`config.mk`:
```
export PLATFORM = sky130hd
export DESIGN_NAME = fifo_rd_ctrl_flat
export DESIGN_NICKNAME = d
export VERILOG_FILES = /design/src/rtl/fifo_rd_ctrl_if.sv /design/src/rtl/fifo_rd_ctrl.sv /design/src/flat_wrapper.sv
export SDC_FILE = /design/constraint.sdc
export NUM_CORES = 1
export LEC_CHECK = 0
export ABC_CLOCK_PERIOD_IN_PS = 6460
export BUFFER_PORTS_ARGS = -buffer_cell sky130_fd_sc_hd__buf_4
export CAP_MARGIN = 20
export CORE_ASPECT_RATIO = 0.8
export CORE_UTILIZATION = 45
export CTS_CLUSTER_SIZE = 12
export DETAILED_ROUTE_END_ITERATION = 16
export PLACE_DENSITY = 0.72
export SETUP_SLACK_MARGIN = 0.05
export SKIP_LAST_GASP = 1
export SYNTH_ARGS = -nofsm -noshare
export SYNTH_HDL_FRONTEND = slang
export SYNTH_SLANG_ARGS = --single-unit
```
`constraint.sdc`:
```
create_clock -name clk -period 6.46 [get_ports clk]
set_input_delay 0.646 -clock clk [delete_from_list [all_inputs] [get_ports clk]]
set_output_delay 0.646 -clock clk [all_outputs]
set_load 0.05 [all_outputs]
```
`src/rtl/fifo_rd_ctrl_if.sv`:
```
// Read-side FIFO port plus valid/ready output stream used by fifo_rd_ctrl.
interface fifo_rd_ctrl_if #(
   parameter int WIDTH = 64
);
   logic             fifo_empty;
   logic             fifo_rden;
   logic [WIDTH-1:0] fifo_rddata;
   logic             out_valid;
   logic             out_ready;
   logic [WIDTH-1:0] out_data;
   logic             out_last;

   modport master (
      input  fifo_empty, fifo_rddata, out_ready,
      output fifo_rden, out_valid, out_data, out_last
   );

   modport slave (
      output fifo_empty, fifo_rddata, out_ready,
      input  fifo_rden, out_valid, out_data, out_last
   );
endinterface

```
`src/rtl/fifo_rd_ctrl.sv`:
```
// Async-FIFO read-side framer: header, BURST data words, footer with sequence number.
// Optional early frame close on a starved FIFO: define FIFO_RD_CTRL_TIMEOUT_EN.
module fifo_rd_ctrl #(
   parameter int          WIDTH   = 64,
   parameter int          BURST   = 256,
   parameter logic [63:0] HEADER  = 64'hA5A5_5A5A_F00D_CAFE,
   parameter int          TIMEOUT = 1024
) (
   input  logic           clk,
   input  logic           rst,
   input  logic           en,
   output logic           busy,
   fifo_rd_ctrl_if.master bus
);

   typedef enum logic [1:0] {S_IDLE, S_HEADER, S_DATA, S_FOOTER} state_t;

   localparam int               CNT_W = $clog2(BURST + 1);
   localparam logic [WIDTH-1:0] HDR_W = WIDTH'(HEADER);

   if (WIDTH < 32) begin : g_chk_width
      $error("fifo_rd_ctrl: WIDTH must be at least 32");
   end
   if (BURST < 1) begin : g_chk_burst
      $error("fifo_rd_ctrl: BURST must be at least 1");
   end
   if (TIMEOUT < 1) begin : g_chk_timeout
      $error("fifo_rd_ctrl: TIMEOUT must be at least 1");
   end

   function automatic logic [WIDTH-1:0] footer_word(input logic [15:0] s, input logic sh);
      footer_word = {~HDR_W[WIDTH-1:17], sh, s};
   endfunction

   state_t           state, state_nxt;
   logic [CNT_W-1:0] req_cnt, acc_cnt;
   logic [1:0]       buf_cnt;
   logic             buf_rd_ptr, buf_wr_ptr;
   logic [WIDTH-1:0] buf_data_p2 [2];
   logic             rd_vld_p1;
   logic [15:0]      seq;
   logic             short_flag;
   logic             out_valid_c, out_last_c;
   logic [WIDTH-1:0] out_data_c;
   logic             accept, pop, rden, frame_close, frame_start;
   logic [2:0]       occ_nxt;

   assign accept      = out_valid_c && bus.out_ready;
   assign pop         = (state == S_DATA) && accept;
   assign frame_start = (state == S_IDLE) && (state_nxt == S_HEADER);
   assign frame_close = (pop && acc_cnt == CNT_W'(BURST - 1)) ||
                        (short_flag && buf_cnt == 2'd0 && !rd_vld_p1);

   // Occupancy counts this cycle's accept so a word leaving frees its slot at once,
   // which keeps one read per cycle going with the sink always ready.
   assign occ_nxt = 3'(buf_cnt) + 3'(rd_vld_p1) - 3'(pop);
   assign rden    = !rst && !bus.fifo_empty && (occ_nxt < 3'd2) &&
                    (req_cnt < CNT_W'(BURST)) && !short_flag &&
                    (state == S_HEADER || state == S_DATA);

`ifdef FIFO_RD_CTRL_TIMEOUT_EN
   localparam int TO_W = $clog2(TIMEOUT + 1);
   logic [TO_W-1:0] to_cnt;

   always_ff @(posedge clk) begin
      if (rst || state != S_DATA || accept)
         to_cnt <= '0;
      else if (buf_cnt == 2'd0 && bus.fifo_empty && to_cnt != TO_W'(TIMEOUT))
         to_cnt <= to_cnt + TO_W'(1);
   end

   // Sticky for the rest of the frame so draining accepts do not restart reads.
   always_ff @(posedge clk) begin
      if (rst || state == S_IDLE)
         short_flag <= 1'b0;
      else if (state == S_DATA && to_cnt == TO_W'(TIMEOUT))
         short_flag <= 1'b1;
   end
`else
   assign short_flag = 1'b0;
`endif

   always_comb begin
      state_nxt   = state;
      out_valid_c = 1'b0;
      out_data_c  = '0;
      out_last_c  = 1'b0;
      case (state)
         S_IDLE: begin
            if (en && !bus.fifo_empty) state_nxt = S_HEADER;
         end
         S_HEADER: begin
            out_valid_c = 1'b1;
            out_data_c  = HDR_W;
            if (bus.out_ready) state_nxt = S_DATA;
         end
         S_DATA: begin
            if (buf_cnt != 2'd0) begin
               out_valid_c = 1'b1;
               out_data_c  = buf_data_p2[buf_rd_ptr];
            end
            if (frame_close) state_nxt = S_FOOTER;
         end
         S_FOOTER: begin
            out_valid_c = 1'b1;
            out_data_c  = footer_word(seq, short_flag);
            out_last_c  = 1'b1;
            if (bus.out_ready) state_nxt = S_IDLE;
         end
         default: state_nxt = S_IDLE;
      endcase
   end

   always_ff @(posedge clk) begin
      if (rst) begin
         state      <= S_IDLE;
         req_cnt    <= '0;
         acc_cnt    <= '0;
         buf_cnt    <= 2'd0;
         buf_rd_ptr <= 1'b0;
         buf_wr_ptr <= 1'b0;
         rd_vld_p1  <= 1'b0;
         seq        <= 16'd0;
      end else begin
         state     <= state_nxt;
         rd_vld_p1 <= rden;
         if (frame_start)  req_cnt <= '0;
         else if (rden)    req_cnt <= req_cnt + CNT_W'(1);
         if (frame_start)  acc_cnt <= '0;
         else if (pop)     acc_cnt <= acc_cnt + CNT_W'(1);
         if (rd_vld_p1)    buf_wr_ptr <= ~buf_wr_ptr;
         if (pop)          buf_rd_ptr <= ~buf_rd_ptr;
         buf_cnt <= 2'(3'(buf_cnt) + 3'(rd_vld_p1) - 3'(pop));
         if (state == S_FOOTER && accept) seq <= seq + 16'd1;
      end
   end

   // p1 -> p2: FIFO read data lands in the skid buffer one cycle after the read
   always_ff @(posedge clk) begin
      if (rd_vld_p1) buf_data_p2[buf_wr_ptr] <= bus.fifo_rddata;
   end

   assign bus.fifo_rden = rden;
   assign bus.out_valid = out_valid_c;
   assign bus.out_data  = out_data_c;
   assign bus.out_last  = out_last_c;
   assign busy          = (state != S_IDLE);

endmodule
```
`src/flat_wrapper.sv`:
```
// flat-port wrapper written by rule: the top's interface ports become plain ports
module fifo_rd_ctrl_flat 
#(
   parameter int          WIDTH   = 64,
   parameter int          BURST   = 256,
   parameter logic [63:0] HEADER  = 64'hA5A5_5A5A_F00D_CAFE,
   parameter int          TIMEOUT = 1024
)
  (clk, rst, en, busy, bus_fifo_empty, bus_fifo_rddata, bus_out_ready, bus_fifo_rden, bus_out_valid, bus_out_data, bus_out_last);
  fifo_rd_ctrl_if #(.WIDTH(WIDTH)) bus_i ();
  input  logic clk;
  input  logic rst;
  input  logic en;
  output logic busy;
  input wire logic [$bits(bus_i.fifo_empty)-1:0] bus_fifo_empty;
  input wire logic [$bits(bus_i.fifo_rddata)-1:0] bus_fifo_rddata;
  input wire logic [$bits(bus_i.out_ready)-1:0] bus_out_ready;
  output wire logic [$bits(bus_i.fifo_rden)-1:0] bus_fifo_rden;
  output wire logic [$bits(bus_i.out_valid)-1:0] bus_out_valid;
  output wire logic [$bits(bus_i.out_data)-1:0] bus_out_data;
  output wire logic [$bits(bus_i.out_last)-1:0] bus_out_last;
  assign bus_i.fifo_empty = bus_fifo_empty;
  assign bus_i.fifo_rddata = bus_fifo_rddata;
  assign bus_i.out_ready = bus_out_ready;
  assign bus_fifo_rden = bus_i.fifo_rden;
  assign bus_out_valid = bus_i.out_valid;
  assign bus_out_data = bus_i.out_data;
  assign bus_out_last = bus_i.out_last;
  fifo_rd_ctrl #(.WIDTH(WIDTH), .BURST(BURST), .HEADER(HEADER), .TIMEOUT(TIMEOUT)) u_core (.clk(clk), .rst(rst), .en(en), .busy(busy), .bus(bus_i));
endmodule
```
; Yosys cells after proc, flatten, opt, wreduce, memory -nomap -nowiden
; Memories as Yosys holds them, arrays and structs flattened. A register that Yosys moved wholly into a read port is not among the register bits.
; Cells that the tools add are included.
[classes]
n_addsub = 5
order_cmp = 2
n_eq_ne = 5
muxes = 14
bitwise_logic = 2
reduce_logical = 18
[op_table]
columns = operator, count
row1 = $pmux 64 s3, 1
row2 = $mux 64, 1
row3 = $add 9x1->9 const B, 2
row4 = $add 16x1->16 const B, 1
row5 = $logic_and 1x1->1, 10
row6 = $eq 9x8->1 const B, 1
row7 = $lt 9x9->1 const B, 1
row8 = $mux 2, 4
row9 = $pmux 2 s4, 1
row10 = $mux 1, 6
row11 = $eq 2x1->1 const B, 2
row12 = $eq 2x2->1 const B, 2
row13 = $reduce_bool 2->1, 2
row14 = $reduce_or 2->1, 2
row15 = $add 2x1->3, 1
row16 = $lt 3x2->1 const B, 1
row17 = $sub 3x1->3, 1
row18 = $logic_not 1->1, 2
row19 = $logic_not 2->1, 1
row20 = $not 1->1, 2
row21 = $pmux 1 s2, 1
row22 = $logic_or 1x1->1, 1
[word_totals]
register_bits = 41
ramBits = 128
output_inout_bits = 68
word_cells = 55
mem_count = 1
[memory_table]
columns = name, depth, width, read_ports, rd_ports_with_merged_regs, write_ports, line_no
row1 = u_core.buf_data_p2, 2, 64, 1, 1, 1, fifo_rd_ctrl.sv:39  ; logic [WIDTH-1:0] buf_data_p2 [2];

; Logic depth before layout (Yosys ltp)
; Gate-level depths: netlist of the first run.
[depth]
ltp_word = 11
mapped_depth = 14
depth_no_buf = 12

; Worst setup path before layout of the first run
; OpenSTA, ideal clock, no wires.
[synth_path]
path_type = reg2out
startpoint = register u_core.state[1]
endpoint = output bus_fifo_rden
arrival_ps = 3807
t_required_ps = 5814
path_slack_ps = 2007
stages_incl_launch_ff = 12
path_buffers = 2
path_cell_list = dfxtp_1 > ha_1 > clkbuf_1 > nor4_2 > or3_1 > nand2_1 > ha_1 > fa_1 > or4b_4 > or3_1 > buf_2 > inv_1
[synth_via]
elab_chain_len = 10
word_cells_on_any_way = 13
[synth_rtl]
columns = element, line_no
row1 = from (decl), fifo_rd_ctrl.sv:35  ; state_t state, state_nxt;
row2 = from (signal assigned), fifo_rd_ctrl.sv:125  ; state <= state_nxt;
row3 = $eq 2x2->1 or $eq 2x1->1 (tied branches), fifo_rd_ctrl.sv:88  ; case (state)
row4 = $reduce_or 2->1 (no line), -
row5 = $pmux 1 s2, fifo_rd_ctrl.sv:88
row6 = $logic_and 1x1->1, fifo_rd_ctrl.sv:48  ; assign accept = out_valid_c && bus.out_ready;
row7 = $logic_and 1x1->1 (*), fifo_rd_ctrl.sv:49  ; assign pop = (state == S_DATA) && accept;
row8 = $sub 3x1->3 (*), -
row9 = named net u_core.occ_nxt[1], fifo_rd_ctrl.sv:46  ; logic [2:0] occ_nxt;
row10 = $lt 3x2->1 (*), fifo_rd_ctrl.sv:57  ; assign rden = !rst && !bus.fifo_empty && (occ_nxt < 3'd2) &&
row11 = $logic_and 1x1->1 (*) (2 in a row), fifo_rd_ctrl.sv:57
row12 = $logic_and 1x1->1 (*), fifo_rd_ctrl.sv:58  ; (req_cnt < CNT_W'(BURST)) && !short_flag &&
row13 = to (decl), flat_wrapper.sv:18  ; output wire logic [$bits(bus_i.fifo_rden)-1:0] bus_fifo_rden;
; The timed path passes the listed nets; every way through them passes the cells marked *.

; Final worst setup path of the first run
; Same ends and word-level chain as after synthesis.

==> results.toml, run 1 <==
[outcome]
status = "complete, no violations"

[power]
power.density_mw_per_mm2 = 369
ir_worst_vdd_v = 0.000312
p_leak_nw = 3.16
p_total_mw = 3.32

[job]
drv_cap = 0

[drt]
routed_via_density = 5.25
drcViolationCount = 0
vias = 4747
first_iter_violations = 297
antenna_left = 0
wl_per_cell_um = 16.8
drt_pass1_iterations = 5
drt_wl_total_um = 15200

[logic_synthesis]
synth_seq_cells = 170
yosysUniqueCellTypes = 43
syn_area_mm2 = 0.00713
syn_nets = 633
syn_inst = 553
yosysSeqAreaShare_pct = 65.7
synth_edf_count = 128
yosys_warnings = 0
yosys_most_used_dff = "edfxtp_1"
ys_async_sr_fraction_pct = 0
synth_area_per_cell_um2 = 12.9

[sta]
timing.fmax_ghz = 0.206
hold_viol = 0
setup_tns_ns = 0
rsz0062_at_grt = "false"
slew_viol_final = 0
period_share_pct = 75.2
worst_clock_skew_ns = 0.00929
hold-worst-slack_ns = 0.397
worst_pin_slew_ns = 1.04
setup_slack_ns = 1.60
period_needed_ns = 4.86
setup_viol = 0
slew_headroom_pct = 30.8

[setup_path]
critical_path.max_stage_delay_ns = 0.58
reg2regPathDepth = 11
worst-path-max-fanout = 10
critPathSlowestCell = "nor4_2"
worstPathCellList = "inv_1, ha_1, nor4_2, or3_1, nand2_1, ha_1, fa_1, or4b_4, or3_1, inv_1, buf_4"
end_kind = "output port"
required_ns = 5.81
critPathLaunchType = "register"
startpoint = "u_core.state[1]"
crit_end = "bus_fifo_rden"
crit_type = "reg2out"
r2r_start = "u_core.state[1]"
cp.arrival_ns = 4.21
r2r_slack_ns = 2.24
r2r-end = "u_core.req_cnt[7]"

[global_routing]
grt_max_degree = 65
grt_usage_pct = 19.6
antenna_found_initial = 0
grt_pass1_vias = 4834
grt_pass1_wl_um = 24200
grt_overflow = 0

[layout]
finalInstanceArea_mm2 = 0.00898
area_growth_pct = 25.9
antennaDiodeCount = 0
multi_input_area_mm2 = 0.00230
ff_latch_area_mm2 = 0.00469
drive_above_1_share_pct = 30.3
final_util_pct = 58.8
instances_no_fill = 904
nFillCells = 1208
nets = 761

[clocking]
cts_hold_buf = 0
cts_tree = "built"
clock_path_buffers = 2
clk_latency_ns = 0.43
postCtsResizedCells = 0
path_clk_slew_ns = 0.07
cts_buffers = 17
postCtsSetupRepairBufs = 0
clockRootBuffer = "clkbuf_16"
htreeDepth = 4
clock-sinks = 170

[floorplan]
core_area_mm2 = 0.0153
die_h_um = 115
die_area_mm2 = 0.0164
row_count = 40
fp.dieW_um = 143
start_util_pct = 46.7
pin_count = 137

[worst_hold_path]
hold_class = "in2reg"
whs_path_depth = 1

[placement]
dpl.cell_count = 871
gp_congestion = 0.849
placement.io_buffers = 136
dp_slack_ns = 2.07
dp_hpwl_um = 9780
postPlaceCellArea_mm2 = 0.00834
==> Yosys cell counts, drive strengths merged (9+ instances only) <==
library cell | count | share of area [%]
buf | 10 | 0.56
clkbuf | 22 | 1.2
dfxtp | 42 | 12
edfxtp | 128 | 54
xnor2 | 19 | 2.3
a21oi | 46 | 3.2
ha | 10 | 1.8
nand2 | 14 | 0.74
nor4 | 9 | 0.88
nand3 | 11 | 0.77
nor2 | 64 | 3.4
o21ai | 38 | 2.7
mux2 | 30 | 4.7
mux2i | 35 | 4.9
==> worst min path at each step <==
stage	from	endpoint	slack, ns
2_1_floorplan	u_core.req_cnt[8]	u_core.req_cnt[8]	0.44
3_3_place_gp	u_core.seq[15]	u_core.seq[15]	0.47
3_5_place_dp	u_core.req_cnt[5]	u_core.req_cnt[5]	0.48
5_1_grt	bus_fifo_rddata[63]	u_core.buf_data_p2[1][63]	0.37
6_report	bus_fifo_rddata[38]	u_core.buf_data_p2[0][38]	0.40
4_1_cts	bus_fifo_rddata[2]	u_core.buf_data_p2[0][2]	0.37
==> worst max-delay path: cells and delay by family (launching register included) <==
family        cells  cell delay, ns
simple gates      5            1.88
fa+ha+maj         3            0.90
buf+inv           3            0.48
flops             1            0.51
==> layout by cell type (no fill, tap or decap), types with 2 or more instances in the layout <==
cell	count
inv_1	8
mux2_2	30
or3_1	5
clkinv_8	2
xnor2_1	19
nor3_1	6
inv_6	5
a211oi_1	2
edfxtp_1	128
nand3_1	11
inv_8	2
nor4_1	8
and2_1	2
or4_1	3
or2_2	2
nor2b_1	4
dfxtp_1	41
nand4_1	7
buf_4	139
o21ai_0	38
bufinv_16	2
ha_1	10
nor2_1	64
clkinv_2	2
a21oi_1	46
mux2i_1	35
a22oi_1	5
o31ai_1	3
xor2_1	7
nand2b_1	3
and3_1	2
nand2_1	14
nand3b_1	2
clkbuf_16	17
==> power by group <==
group	internal [mW]	switching, mW	leakage, nW	total [mW]
combinational	0.281	0.706	1.37	0.987
sequential	1.26	0.0372	1.50	1.29
clock	0.585	0.452	0.294	1.04
==> layout make-up <==
type / count / share of cell area [%]
timing repair buffer: 141 / 12.1
multi-input combinational: 343 / 25.7
inverter: 8 / 0.334
clock inverter: 15 / 2.02
sequential: 170 / 52.2
clock buffer: 17 / 4.74
tap: 210 / 2.93
==> state kept, by name, summed over array words and instances (netlist names), named ones only <==
register            cells
u_core.acc_cnt          9
u_core.buf_cnt          2
u_core.buf_data_p2    128
u_core.buf_rd_ptr       1
u_core.buf_wr_ptr       1
u_core.rd_vld_p1        1
u_core.req_cnt          9
u_core.seq             16
u_core.state            2
==> cell families (layout without fill, tap and decap cells) <==
kind of cell / after synthesis / after routing / share of synthesized area [%]
AO/OA/AOI/OAI: 100 / 100 / 7.58
XOR/XNOR: 26 / 26 / 3.19
flip-flops: 170 / 170 / 65.7
buffers and inverters: 40 / 181 / 2.14
multiplexers: 65 / 65 / 9.65
AND/OR/NAND/NOR: 141 / 141 / 9.72
adder cells (fa/ha/maj): 11 / 11 / 2.04
==> layer usage <==
metal	vias up	routed length [um]	global-route usage, %
met5	-	0	0
met4	0	118	5.59
met3	10	803	6.23
met2	125	7540	32.2
met1	2318	6740	25.0
li1	2294	-	-
(Power assumes the default switching activity.)
==> run 2: changes to the inputs <==
--- a/config.mk
+++ b/config.mk
@@ -5,7 +5,7 @@
 export SDC_FILE = /design/constraint.sdc
 export NUM_CORES = 1
 export LEC_CHECK = 0
-export ABC_CLOCK_PERIOD_IN_PS = 6460
+export ABC_CLOCK_PERIOD_IN_PS = 4600
 export BUFFER_PORTS_ARGS = -buffer_cell sky130_fd_sc_hd__buf_4
 export CAP_MARGIN = 20
 export CORE_ASPECT_RATIO = 0.8
==> constraint.sdc (replaced) <==
create_clock -name clk -period 4.6 [get_ports clk]
set_input_delay 0.46 -clock clk [delete_from_list [all_inputs] [get_ports clk]]
set_output_delay 0.46 -clock clk [all_outputs]
set_load 0.05 [all_outputs]
==> results.toml, run 2 (synthesis results as in run 1) <==
[layout]
instances_no_fill = 907
nFillCells = 1254
area_growth_pct = 25.2
drive_above_1_share_pct = 30.4
ff_latch_area_mm2 = 0.00469
largestRegisters = "u_core.buf_data_p2: 128 flops, u_core.seq: 16 flops"
largest_register_ffs = 128
regMostFlops = "u_core.buf_data_p2"
antennaDiodeCount = 0
final_util_pct = 58.5
multi_input_area_mm2 = 0.00230
nets = 764
layout_commonest_cell = "buf_4"
layout_common_cells = "143 x buf_4, 128 x edfxtp_1, 64 x nor2_1, 46 x a21oi_1, 40 x dfxtp_1"

[power]
combPwrFrac_pct = 30.9
ir_worst_vdd_v = 0.000326
seqPwrFrac_pct = 40.2
power.density_mw_per_mm2 = 505
p_leak_nw = 3.14
p_int_mw = 2.87
p_sw_mw = 1.64
swShare_pct = 36.4
p_total_mw = 4.51
pwr-share-clk_pct = 28.9

[placement]
dp_hpwl_um = 9490
dpl.cell_count = 872
gp_congestion = 0.836
placement.io_buffers = 136

[outcome]
status = "complete, no violations"

[clocking]
cts_tree = "built"
clock-sinks = 170
clk_latency_ns = 0.42
cts_buffers = 17
clock_path_buffers = 2
htreeDepth = 4
clockRootBuffer = "clkbuf_16"
path_clk_slew_ns = 0.07

[drt]
drcViolationCount = 0
drt_wl_total_um = 15000
first_iter_violations = 238
drt_pass1_iterations = 5
routed_via_density = 5.23
antenna_left = 0
wl_per_cell_um = 16.5
vias = 4745

[sta]
period_needed_ns = 4.38
slew_viol_final = 0
setup_viol = 0
timing.fmax_ghz = 0.228
hold_viol = 0
worst_pin_slew_ns = 1.03
worst_clock_skew_ns = 0.00639
period_share_pct = 95.3
setup_tns_ns = 0
rsz0062_at_grt = "false"
hold-worst-slack_ns = 0.221
slew_headroom_pct = 31.5

[setup_path]
required_ns = 4.14
end_kind = "output port"
critPathLaunchType = "register"
crit_type = "reg2out"
worst-path-max-fanout = 7
cp.arrival_ns = 3.92

[global_routing]
grt_max_degree = 65
antenna_found_initial = 0
grt_pass1_wl_um = 23700
grt_pass1_vias = 4714
grt_overflow = 0
grt_usage_pct = 19.3

[floorplan]
die_area_mm2 = 0.0164
start_util_pct = 46.7
pin_count = 137
fp.dieW_um = 143
row_count = 40
core_area_mm2 = 0.0153
die_h_um = 115

[worst_hold_path]
hold_class = "in2reg"

[job]
drv_cap = 0
-- run 2: cell types whose count changed in the layout (fill, tap and decap cells not counted), moves of 2 or more --
cell,change
clkinv_4,+4
buf_4,+4
clkinv_8,-2
inv_6,-3
bufinv_16,-2
-- run 2: layout make-up --
cell class                 count  share of cell area [%]
clock inverter                14                    1.29
timing repair buffer         144                    12.3
inverter                       8                   0.336
multi-input combinational    343                    25.8
sequential                   170                    52.5
tap                          210                    2.94
clock buffer                  18                    4.80
-- run 2: timing repair --
item / CTS / global route
gates resized for setup: 0 / 1
hold buffers: 0 / 0
buffers inserted: 0 / 2
endpoints found under the hold margin: 0 / 0
endpoints found under the setup margin: 0 / 1
-- run 2: power by group through the flow --
stage	registers [mW]	logic, mW	clock network [mW]
after floorplan	1.84	0.968	0
after global placement	1.84	1.38	0
after detailed placement	1.85	1.39	0
after CTS	1.81	1.40	1.34
after global routing	1.82	1.49	1.40
final	1.82	1.39	1.30
-- run 2: worst paths after layout --
check	startpoint	endpoint	slack [ns]	depth (start not counted)
worst max-delay path	u_core.state[0]	bus_fifo_rden	0.22	11
worst min-delay path	bus_fifo_rddata[49]	u_core.buf_data_p2[0][49]	0.22	1
worst max register to register	u_core.state[0]	u_core.req_cnt[7]	0.70	11
worst min register to register	u_core.req_cnt[8]	u_core.req_cnt[8]	0.48	2
-- run 2: metal layers --
| layer | vias up | routed length (um) | track usage [%] |
|---|---|---|---|
| li1 | 2301 | - | - |
| met1 | 2313 | 6570 | 24.0 |
| met2 | 119 | 7400 | 31.7 |
| met5 | - | 0 | 0 |
| met4 | 0 | 113 | 5.81 |
| met3 | 12 | 914 | 6.86 |
-- run 2: through the flow --
| stage | instance area [um2] | setup slack, ns |
|---|---|---|
| floorplan | 7130 | 0.333 |
| global placement | 8340 | 0.677 |
| detailed placement | 8340 | 0.560 |
| CTS | 8890 | 0.106 |
| global route | 8930 | 0.0663 |
| finish | 8930 | 0.216 |
-- run 2: critical path: stages (launching register included) --
cell and delay, ns:
dfxtp_1 0.40, inv_1 0.13, ha_1 0.23, nand3b_1 0.28, or3_1 0.45, nand2_1 0.09
ha_1 0.15, fa_1 0.42, or4b_4 0.52, or3_1 0.47, inv_1 0.15, buf_4 0.21
